<file path="config.mk">
export PLATFORM = sky130hd
export DESIGN_NAME = intr_rr_arbiter
export DESIGN_NICKNAME = d
export VERILOG_FILES = /design/src/rtl/intr_rr_arbiter.sv
export SDC_FILE = /design/constraint.sdc
export NUM_CORES = 1
export LEC_CHECK = 0
export CORE_AREA = 3 3 178 180
export DETAILED_ROUTE_END_ITERATION = 16
export DIE_AREA = 0 0 181 183
export PLACE_DENSITY = 0.7
export RECOVER_POWER = 100
export REMOVE_ABC_BUFFERS = 1
export SYNTH_ARGS = -nofsm -noshare
export SYNTH_HDL_FRONTEND = slang
export SYNTH_SLANG_ARGS = --single-unit
export TNS_END_PERCENT = 50
</file>
<file path="constraint.sdc">
create_clock -name pclk_i -period 28.7 [get_ports pclk_i]
set_input_delay 2.87 -clock pclk_i [delete_from_list [all_inputs] [get_ports pclk_i]]
set_output_delay 2.87 -clock pclk_i [all_outputs]
set_load 0.02 [all_outputs]
</file>
<file path="src/rtl/intr_rr_arbiter.sv">
// APB-programmable interrupt front-end: per-source pending/mask/priority, priority
// arbitration with round-robin tie-break, and a valid/ack/done handshake to one processor.
module intr_rr_arbiter #(
  parameter int unsigned NUM_SRC = 16,
  parameter int unsigned IDW     = $clog2(NUM_SRC),
  parameter int unsigned PRI_W   = 4
) (
  input  logic               pclk_i,
  input  logic               prst_i,
  input  logic               psel_i,
  input  logic               penable_i,
  input  logic               pwrite_i,
  input  logic [4:0]         paddr_i,
  input  logic [15:0]        pwdata_i,
  output logic               pready_o,
  output logic               perror_o,
  output logic [15:0]        prdata_o,
  input  logic [NUM_SRC-1:0] irq_i,
  output logic               irq_valid_o,
  output logic [IDW-1:0]     irq_id_o,
  output logic [PRI_W-1:0]   irq_pri_o,
  input  logic               irq_ack_i,
  input  logic               irq_done_i,
  output logic               in_service_o
);

  localparam int unsigned DW   = 16;
  localparam int unsigned IDW1 = IDW + 1;

  localparam logic [4:0] ADDR_MASK = 5'h10;
  localparam logic [4:0] ADDR_PEND = 5'h11;
  localparam logic [4:0] ADDR_MODE = 5'h12;

  typedef enum logic [3:0] {
    S_IDLE  = 4'b0001,
    S_ARB   = 4'b0010,
    S_OFFER = 4'b0100,
    S_SERVE = 4'b1000
  } state_t;

  // configuration and status registers
  logic [PRI_W-1:0]   r_pri_cfg [NUM_SRC];
  logic [NUM_SRC-1:0] r_mask;
  logic [NUM_SRC-1:0] r_mode;
  logic [NUM_SRC-1:0] r_pend;
  logic [NUM_SRC-1:0] r_irq_prev;

  // handshake/FSM registers
  state_t             r_state;
  logic               r_irq_valid;
  logic [IDW-1:0]     r_irq_id;
  logic [PRI_W-1:0]   r_irq_pri;
  logic               r_in_service;
  logic [IDW-1:0]     r_rr_ptr;

  logic               w_access;
  logic               w_wr;
  logic               w_rd;
  logic               w_pri_sel;
  logic               w_addr_ok;
  logic [IDW-1:0]     w_pri_idx;
  logic [NUM_SRC-1:0] w_set;
  logic [NUM_SRC-1:0] w_w1c;
  logic [NUM_SRC-1:0] w_ack_clr;
  logic [NUM_SRC-1:0] w_elig;
  logic [IDW-1:0]     w_win_id;
  logic [PRI_W-1:0]   w_win_pri;

  state_t             w_state_nxt;
  logic               w_irq_valid_nxt;
  logic [IDW-1:0]     w_irq_id_nxt;
  logic [PRI_W-1:0]   w_irq_pri_nxt;
  logic               w_in_service_nxt;
  logic [IDW-1:0]     w_rr_ptr_nxt;
  logic               w_ack_take;

  // APB decode: zero-wait, read data valid during setup and access
  assign w_access  = psel_i & penable_i;
  assign w_wr      = w_access & pwrite_i;
  assign w_rd      = psel_i & ~pwrite_i;
  assign w_pri_sel = (32'(paddr_i) < NUM_SRC);
  assign w_pri_idx = paddr_i[IDW-1:0];
  assign w_addr_ok = w_pri_sel | (paddr_i == ADDR_MASK) | (paddr_i == ADDR_PEND) |
                     (paddr_i == ADDR_MODE);

  assign pready_o  = w_access;
  assign perror_o  = w_access & ~w_addr_ok;

  always_comb begin
    prdata_o = '0;
    if (w_rd && !prst_i) begin
      if (w_pri_sel)                  prdata_o = DW'(r_pri_cfg[w_pri_idx]);
      else if (paddr_i == ADDR_MASK)  prdata_o = DW'(r_mask);
      else if (paddr_i == ADDR_PEND)  prdata_o = DW'(r_pend);
      else if (paddr_i == ADDR_MODE)  prdata_o = DW'(r_mode);
    end
  end

  always_ff @(posedge pclk_i or posedge prst_i) begin
    if (prst_i) begin
      for (int unsigned i = 0; i < NUM_SRC; i++) r_pri_cfg[i] <= '0;
      r_mask <= '0;
      r_mode <= '0;
    end else if (w_wr) begin
      if (w_pri_sel)                 r_pri_cfg[w_pri_idx] <= pwdata_i[PRI_W-1:0];
      else if (paddr_i == ADDR_MASK) r_mask <= pwdata_i[NUM_SRC-1:0];
      else if (paddr_i == ADDR_MODE) r_mode <= pwdata_i[NUM_SRC-1:0];
    end
  end

  // pending capture: set beats clear when both hit the same bit
  assign w_set = (irq_i & ~r_irq_prev & r_mode) | (irq_i & ~r_mode);
  assign w_w1c = (w_wr && (paddr_i == ADDR_PEND)) ? pwdata_i[NUM_SRC-1:0] : '0;

  always_comb begin
    w_ack_clr = '0;
    w_elig    = '0;
    for (int unsigned i = 0; i < NUM_SRC; i++) begin
      w_ack_clr[i] = w_ack_take && (r_irq_id == IDW'(i));
      w_elig[i]    = r_pend[i] & r_mask[i] & (r_pri_cfg[i] != '0);
    end
  end

  always_ff @(posedge pclk_i or posedge prst_i) begin
    if (prst_i) begin
      r_pend     <= '0;
      r_irq_prev <= '0;
    end else begin
      r_pend     <= (r_pend & ~(w_w1c | w_ack_clr)) | w_set;
      r_irq_prev <= irq_i;
    end
  end

  // winner: highest priority; first match scanning up from rr_ptr wins ties
  always_comb begin : arb
    logic [IDW1-1:0] v_sum;
    logic [IDW-1:0]  v_idx;
    w_win_id  = '0;
    w_win_pri = '0;
    v_sum     = '0;
    v_idx     = '0;
    for (int unsigned k = 0; k < NUM_SRC; k++) begin
      v_sum = {1'b0, r_rr_ptr} + IDW1'(k);
      if (v_sum >= IDW1'(NUM_SRC)) v_sum = v_sum - IDW1'(NUM_SRC);
      v_idx = v_sum[IDW-1:0];
      if (w_elig[v_idx] && (r_pri_cfg[v_idx] > w_win_pri)) begin
        w_win_id  = v_idx;
        w_win_pri = r_pri_cfg[v_idx];
      end
    end
  end

  always_comb begin
    w_state_nxt      = r_state;
    w_irq_valid_nxt  = r_irq_valid;
    w_irq_id_nxt     = r_irq_id;
    w_irq_pri_nxt    = r_irq_pri;
    w_in_service_nxt = r_in_service;
    w_rr_ptr_nxt     = r_rr_ptr;
    w_ack_take       = 1'b0;
    unique case (r_state)
      S_IDLE: begin
        if (|w_elig) w_state_nxt = S_ARB;
      end
      S_ARB: begin
        if (|w_elig) begin
          w_irq_id_nxt    = w_win_id;
          w_irq_pri_nxt   = w_win_pri;
          w_irq_valid_nxt = 1'b1;
          w_state_nxt     = S_OFFER;
        end else begin
          w_state_nxt     = S_IDLE;
        end
      end
      S_OFFER: begin
        if (irq_ack_i) begin
          w_ack_take       = 1'b1;
          w_rr_ptr_nxt     = (r_irq_id == IDW'(NUM_SRC - 1)) ? '0 : r_irq_id + IDW'(1);
          w_irq_valid_nxt  = 1'b0;
          w_in_service_nxt = 1'b1;
          w_state_nxt      = S_SERVE;
        end
      end
      S_SERVE: begin
        if (irq_done_i) begin
          w_in_service_nxt = 1'b0;
          w_state_nxt      = S_IDLE;
        end
      end
      default: begin
        w_irq_valid_nxt  = 1'b0;
        w_in_service_nxt = 1'b0;
        w_state_nxt      = S_IDLE;
      end
    endcase
  end

  always_ff @(posedge pclk_i or posedge prst_i) begin
    if (prst_i) begin
      r_state      <= S_IDLE;
      r_irq_valid  <= 1'b0;
      r_irq_id     <= '0;
      r_irq_pri    <= '0;
      r_in_service <= 1'b0;
      r_rr_ptr     <= '0;
    end else begin
      r_state      <= w_state_nxt;
      r_irq_valid  <= w_irq_valid_nxt;
      r_irq_id     <= w_irq_id_nxt;
      r_irq_pri    <= w_irq_pri_nxt;
      r_in_service <= w_in_service_nxt;
      r_rr_ptr     <= w_rr_ptr_nxt;
    end
  end

  assign irq_valid_o  = r_irq_valid;
  assign irq_id_o     = r_irq_id;
  assign irq_pri_o    = r_irq_pri;
  assign in_service_o = r_in_service;

endmodule
</file>
### Yosys cells after proc, flatten, opt, wreduce, memory -nomap -nowiden

Cells that the tools add are included.

* output and inout bits: 28
* bits in registers: 146
* input bits: 44
* logic and storage cells: 441

* add/sub/neg operators: 32
* magnitude comparators: 67
* bitwise operators: 72
* muxes and demuxes: 154
* reduce and logical (&&, ||, !) cells: 64
* equality and inequality tests: 26

Operator list (count)
* 2-to-1 mux 4 bit: 87
* binary-select mux 4 bit (select 4 bit): 17
* >= comparator 5 bit (second input constant): 32
* 2-to-1 mux 16 bit: 6
* inverter 4 -> 5 bit: 17
* less-than comparator 4 x 5 -> 1 bit (second input constant): 16
* bitwise AND 16 bit: 4
* binary-select mux 1 bit (select 4 bit): 16
* bitwise mux 64 bit: 1
* nonzero test 4 bit: 16
* subtractor 4 x 1 -> 4 bit (second input constant): 16
* greater-than comparator 4 bit: 15
* inverter 16 bit: 3
* OR 16 bit: 3
* adder 4 x 4 -> 5 bit (second input constant): 8
* bitwise AND 1 bit: 36
* == test 4 bit (second input constant): 9
* logical AND 1 bit: 35
* 2-to-1 mux 1 bit: 22
* adder 4 x 3 -> 5 bit (second input constant): 4
* == test 4 x 3 -> 1 bit (second input constant): 5
* demux 4 bit (select 4 bit): 1
* one-hot mux 4 bit (4 select lines): 1
* OR reduction 16 bit: 1
* other kinds (21): 44

### Depth between registers and ports, before layout

* depth after elaboration: 54
* gate-level depth with buffers: 160
* depth with buffers taken out: 142

### Least setup slack after synthesis

OpenSTA, ideal clock, no wires.

* path kind: register to register
* start: register r_rr_ptr[1]
* end: register r_irq_id[0] (netlist: irq_id_o[0])
* data required time: 28.566 ns
* arrival: 28.220 ns
* path buffers: 20
* clock period less this slack: 28.354 ns
* slack: 0.346 ns
* cell stages (with the launch flop): 141
* library setup time: 0.134 ns
* path through: dfrtp_1 -> buf_2 -> buf_6 -> buf_2 -> buf_2 -> buf_1 -> clkbuf_1 -> inv_1 -> ha_1 -> buf_2 -> buf_1 -> buf_1 -> clkbuf_1 -> clkbuf_1 -> mux4_2 -> mux4_2 -> ha_1 -> nand4_1 -> [... 105 more ...] -> a31o_1 -> buf_4 -> mux2_4 -> ha_1 -> nand2_1 -> a21oi_1 -> nand2_1 -> a311o_1 -> o211ai_2 -> nand4b_4 -> mux2_4 -> ha_1 -> a21oi_1 -> a41o_1 -> a211oi_1 -> inv_1 -> a41oi_1 -> o211ai_1

* word-level cells in the longest chain between the ends: 54
* elaborated cells on any way between the ends: 222
* classes of those cells: add/sub (31); order compare (32); mux (127); bitwise (16); reduce/logical (16)

RTL lines
* from (decl): line 54 `logic [IDW-1:0] r_rr_ptr;`
* from (signal assigned): line 212 `r_rr_ptr <= w_rr_ptr_nxt;`
* subtractor 4 x 1 -> 4 bit / >= comparator 4 x 5 -> 1 bit (equally long branches): line 144 `if (v_sum >= IDW1'(NUM_SRC)) v_sum = v_sum - IDW1'(NUM_SRC);`
* 2-to-1 mux 4 bit: line 144
* inverter 4 -> 5 bit (implied by the code): line 146, 148
* binary-select mux 4 bit (select 4 bit): line 146, 148
* 2-to-1 mux 4 bit (implied by the code) (2 in a row): line 146, 148
* greater-than comparator 4 x 1 -> 1 bit: line 146 `if (w_elig[v_idx] && (r_pri_cfg[v_idx] > w_win_pri)) begin`
* logical AND 1 bit: line 146
* 2-to-1 mux 4 bit: line 146
* [... 37 more ...]
* logical AND 1 bit: line 146
* 2-to-1 mux 4 bit: line 146
* greater-than comparator 4 bit: line 146
* logical AND 1 bit: line 146
* 2-to-1 mux 4 bit: line 146
* greater-than comparator 4 bit: line 146
* logical AND 1 bit: line 146
* 2-to-1 mux 4 bit *: line 146
* to (signal assigned): line 209 `r_irq_id <= w_irq_id_nxt;`
* to (decl): line 51 `logic [IDW-1:0] r_irq_id;`

Mark *: on every way between the ends. The rest lies on a longest branch, timed or not. The select of a mux whose other input is x is not followed.
A chain may end at the register's enable or synchronous reset.

### Final worst setup path

* start: register r_pri_cfg[35] (netlist bit)
* end: register r_irq_id[0] (netlist: irq_id_o[0])

* word-level cells in the longest chain between the ends: 51
* elaborated cells on any way between the ends: 147
* classes of those cells: order compare (16); mux (111); bitwise (1); reduce/logical (19)

RTL lines
* from (decl): line 42 `logic [PRI_W-1:0] r_pri_cfg [NUM_SRC];`
* from (signal, indexed assignment): line 105 `if (w_pri_sel) r_pri_cfg[w_pri_idx] <= pwdata_i[PRI_W-1:0];`
* binary-select mux 4 bit (select 4 bit) / nonzero test 4 bit (equally long branches): line 146, 148, 120
* 2-to-1 mux 4 bit (implied by the code) / bitwise AND 1 bit (equally long branches): line 146, 148, 120
* 2-to-1 mux 4 bit (implied by the code) / binary-select mux 1 bit (select 4 bit) (equally long branches): line 146, 148
* greater-than comparator 4 x 1 -> 1 bit / 2-to-1 mux 1 bit (equally long branches): line 146
* logical AND 1 bit: line 146
* 2-to-1 mux 4 bit: line 146
* greater-than comparator 4 bit: line 146
* logical AND 1 bit: line 146
* [... 35 more ...]
* logical AND 1 bit: line 146
* 2-to-1 mux 4 bit: line 146
* greater-than comparator 4 bit: line 146
* logical AND 1 bit: line 146
* 2-to-1 mux 4 bit: line 146
* greater-than comparator 4 bit: line 146
* logical AND 1 bit: line 146
* 2-to-1 mux 4 bit: line 146

Parallel ways exist; a longest one is shown, timed or not. The select of a mux whose other input is x is not followed.

==> flow_summary.ini <==
[synth]
ys_types = 96
synth-async-reset-ratio = 1.00
synth_seq_cells = 146
synth_flop_cell = dfrtp_1
syn-cell-area_um2 = 15100
syn_area_per_cell_um2 = 9.28
synth_warnings = 0
synth_area_leaders = dfrtp_1 (24%), mux4_2 (16%), mux2_2 (8.6%), mux2i_1 (5.5%), nand2_1 (4.3%)
postSynthCellCount = 1631
synth-edff-count = 0
seq_area_frac_synth = 0.241
yosysTopAreaCell = dfrtp_1
yosysTopAreaCellShare = 0.240

[routing]
wl_per_cell_um = 25.1
drt_first_iter_violations = 1723
via_per_inst = 6.93
firstDrtPassIters = 7
routed-via-count = 14355
totalWireLength_um = 52100
drc = 0
postRouteAntennaNets = 0

[place]
placed_cell_area_um2 = 16200
place.detailed.hpwl_um = 39300
routabilityCongestion = 1.04
numPortBuffers = 71
preCtsSetupSlack_ns = -0.601

[grt]
antenna_found_initial = 0
grt_pass1_vias = 13541
grt_pass1_wl_um = 79900
grt_max_degree = 76
track_usage = 0.305
grt.overflow.total = 0

[die]
row_count = 64
die_area_um2 = 33100
die_x_um = 181
ios = 72
initial_core_util = 0.499
die_h_um = 183
design.core.area_um2 = 30300

[cells_and_area]
fin_area_um2 = 17000
final_cell_mix = nand2_1 (170), dfrtp_1 (143), nor2_1 (135)
nFillCells = 2641
finalNetCount = 1753
syn_to_final_growth_pct = 12.6
layout-drive-gt1-share = 0.205
antennaDiodeCount = 0
final_common_cell = nand2_1

[clock_tree]
cts_buffer_depth = 2
clk_pin_slew_worst_paths_ns = 0.08
cts_tree = done
cts_buffers = 17
ctsHtreeMaxLevel = 4
clk-insertion-delay-late_ns = 0.44
clock-sinks = 146
root_buffer = clkbuf_16
cts_hold_buf = 0

[critical_path]
path_common_cell = ha_1
cp_slowest_stage_delay_ns = 0.73
critPathKind = reg -> reg
cp-end-kind = flop
worstPathRequired_ns = 29.02
crit_slowest_cell = or4_1
cp-start-kind = flop
critical_path.max_fanout = 15
crit_arrival_ns = 27.16

[run_status]
violations = capacitance limit, slew limit
outcome = complete, but fails checks

[pwr]
fin_total_pwr_w = 0.00139
powerDensity_nw_per_um2 = 81.5
power.leakage_nw = 7.33
vdd_ir_drop_max_mv = 0.0478

[timing]
max_freq_ghz = 0.0373
fin_ws_ns = 1.86
slew_headroom = -1.55
setup_viol = 0
fin_crit_sh = 0.935
worstMarginPinSlew_ns = 3.83
finalMaxSlewViolations = 189
skew_ns = 0.0136
min_period_ns = 26.84
hold_viol = 0

[run]
maxCapViolCount = 3

[min_path]
hp-class = reg -> reg
through the flow:
stage,hold WS (ns),utilization,setup TNS [ns],cells
3_5_place_dp,0.487,0.532,-3.66,2029
3_3_place_gp,0.476,0.532,0,2029
5_1_grt,0.520,0.561,-0.169,2072
2_1_floorplan,0.465,-,-6.12,1537
4_1_cts,0.511,0.555,0,2064
6_report,0.498,0.561,0,2072
worst max-delay path, delay by kind of cell, from the launching register on:
family          cells  cell delay (ns)
compound gates     49             9.96
fa+ha+maj          16             4.67
buf+inv             9             0.93
flops               1             0.49
mux                 7             2.11
simple gates       50             8.56
power by group:
part	leakage [nW]	internal [W]	switching, W
clock network	0.313	0.000142	0.000107
registers	1.87	0.000225	0.0000347
logic	5.15	0.000368	0.000513
total	7.33	0.000734	0.000654
flip-flops by register name, indices dropped and copies added (netlist names):
signal        count
r_rr_ptr          4
irq_valid_o       1
r_pend           16
r_mask           16
r_pri_cfg        64
r_state           4
r_irq_prev       16
irq_pri_o         4
r_mode           16
irq_id_o          4
in_service_o      1
Yosys cell counts (11+ instances only):
cell type	count
nand2_1	173
dfrtp_1	145
nor2_1	139
mux2_2	115
mux4_2	109
a21oi_1	101
mux2i_1	83
o21ai_0	81
inv_1	75
clkbuf_1	61
nand3_1	49
ha_1	46
and3_1	28
xnor2_1	22
a32oi_1	19
nor2b_1	19
nor3_1	19
a221oi_1	18
and2_1	18
nand4_1	18
a22o_1	17
buf_1	17
a31oi_1	16
o211ai_1	13
a211oi_1	12
nor4_1	12
or4_1	12
buf_2	11
nand2b_1	11
layout make-up:
type                       count  area (um2)  share of cell area
inverter                      77         290              0.0170
tap                          396         495              0.0291
timing repair buffer         107         987              0.0579
clock buffer                  17         425              0.0250
sequential                   146        3660               0.215
clock inverter                15         208              0.0122
multi-input combinational   1314       11000               0.644
path summary, 6_finish.rpt:
check,from,endpoint,slack [ns],depth (start not counted)
min in group asynchronous,prst_i,r_pri_cfg[17]$_DFFE_PP0P_,3.85,2
min,in_service_o$_DFFE_PP0P_,in_service_o$_DFFE_PP0P_,0.50,1
max reg2reg,r_pri_cfg[35]$_DFFE_PP0P_,irq_id_o[0]$_DFFE_PP0P_,1.86,131
max,r_pri_cfg[35]$_DFFE_PP0P_,irq_id_o[0]$_DFFE_PP0P_,1.86,131
min reg2reg,in_service_o$_DFFE_PP0P_,in_service_o$_DFFE_PP0P_,0.50,1
max in group asynchronous,prst_i,r_rr_ptr[0]$_DFFE_PP0P_,19.70,3
cell families (layout without fill, tap and decap cells):
logic type,count (synthesis),in the layout,share of synthesized area
adders and majority gates,47,47,0.0387
buffers and inverters,171,216,0.0453
and+or+nand+nor,536,536,0.171
muxes,311,311,0.306
xor gates and xnor gates,30,30,0.0179
DFF,146,146,0.241
AOI/OAI and AO/OA,390,390,0.180
metal layers:
layer	wire, um	track usage	part of all wire	vias up
li1	-	-	-	6309
met1	20600	0.415	0.40	7056
met2	23800	0.492	0.46	862
met3	5480	0.0573	0.11	128
met4	2160	0.111	0.042	0
met5	0	0	0	-
what timing repair did:
action,4_1_cts,5_1_grt
resized for setup,2,40
buffers inserted,3,8
setup endpoints to repair,8,8
pin swaps,1,3
Power figures use the tool's default switching activity.
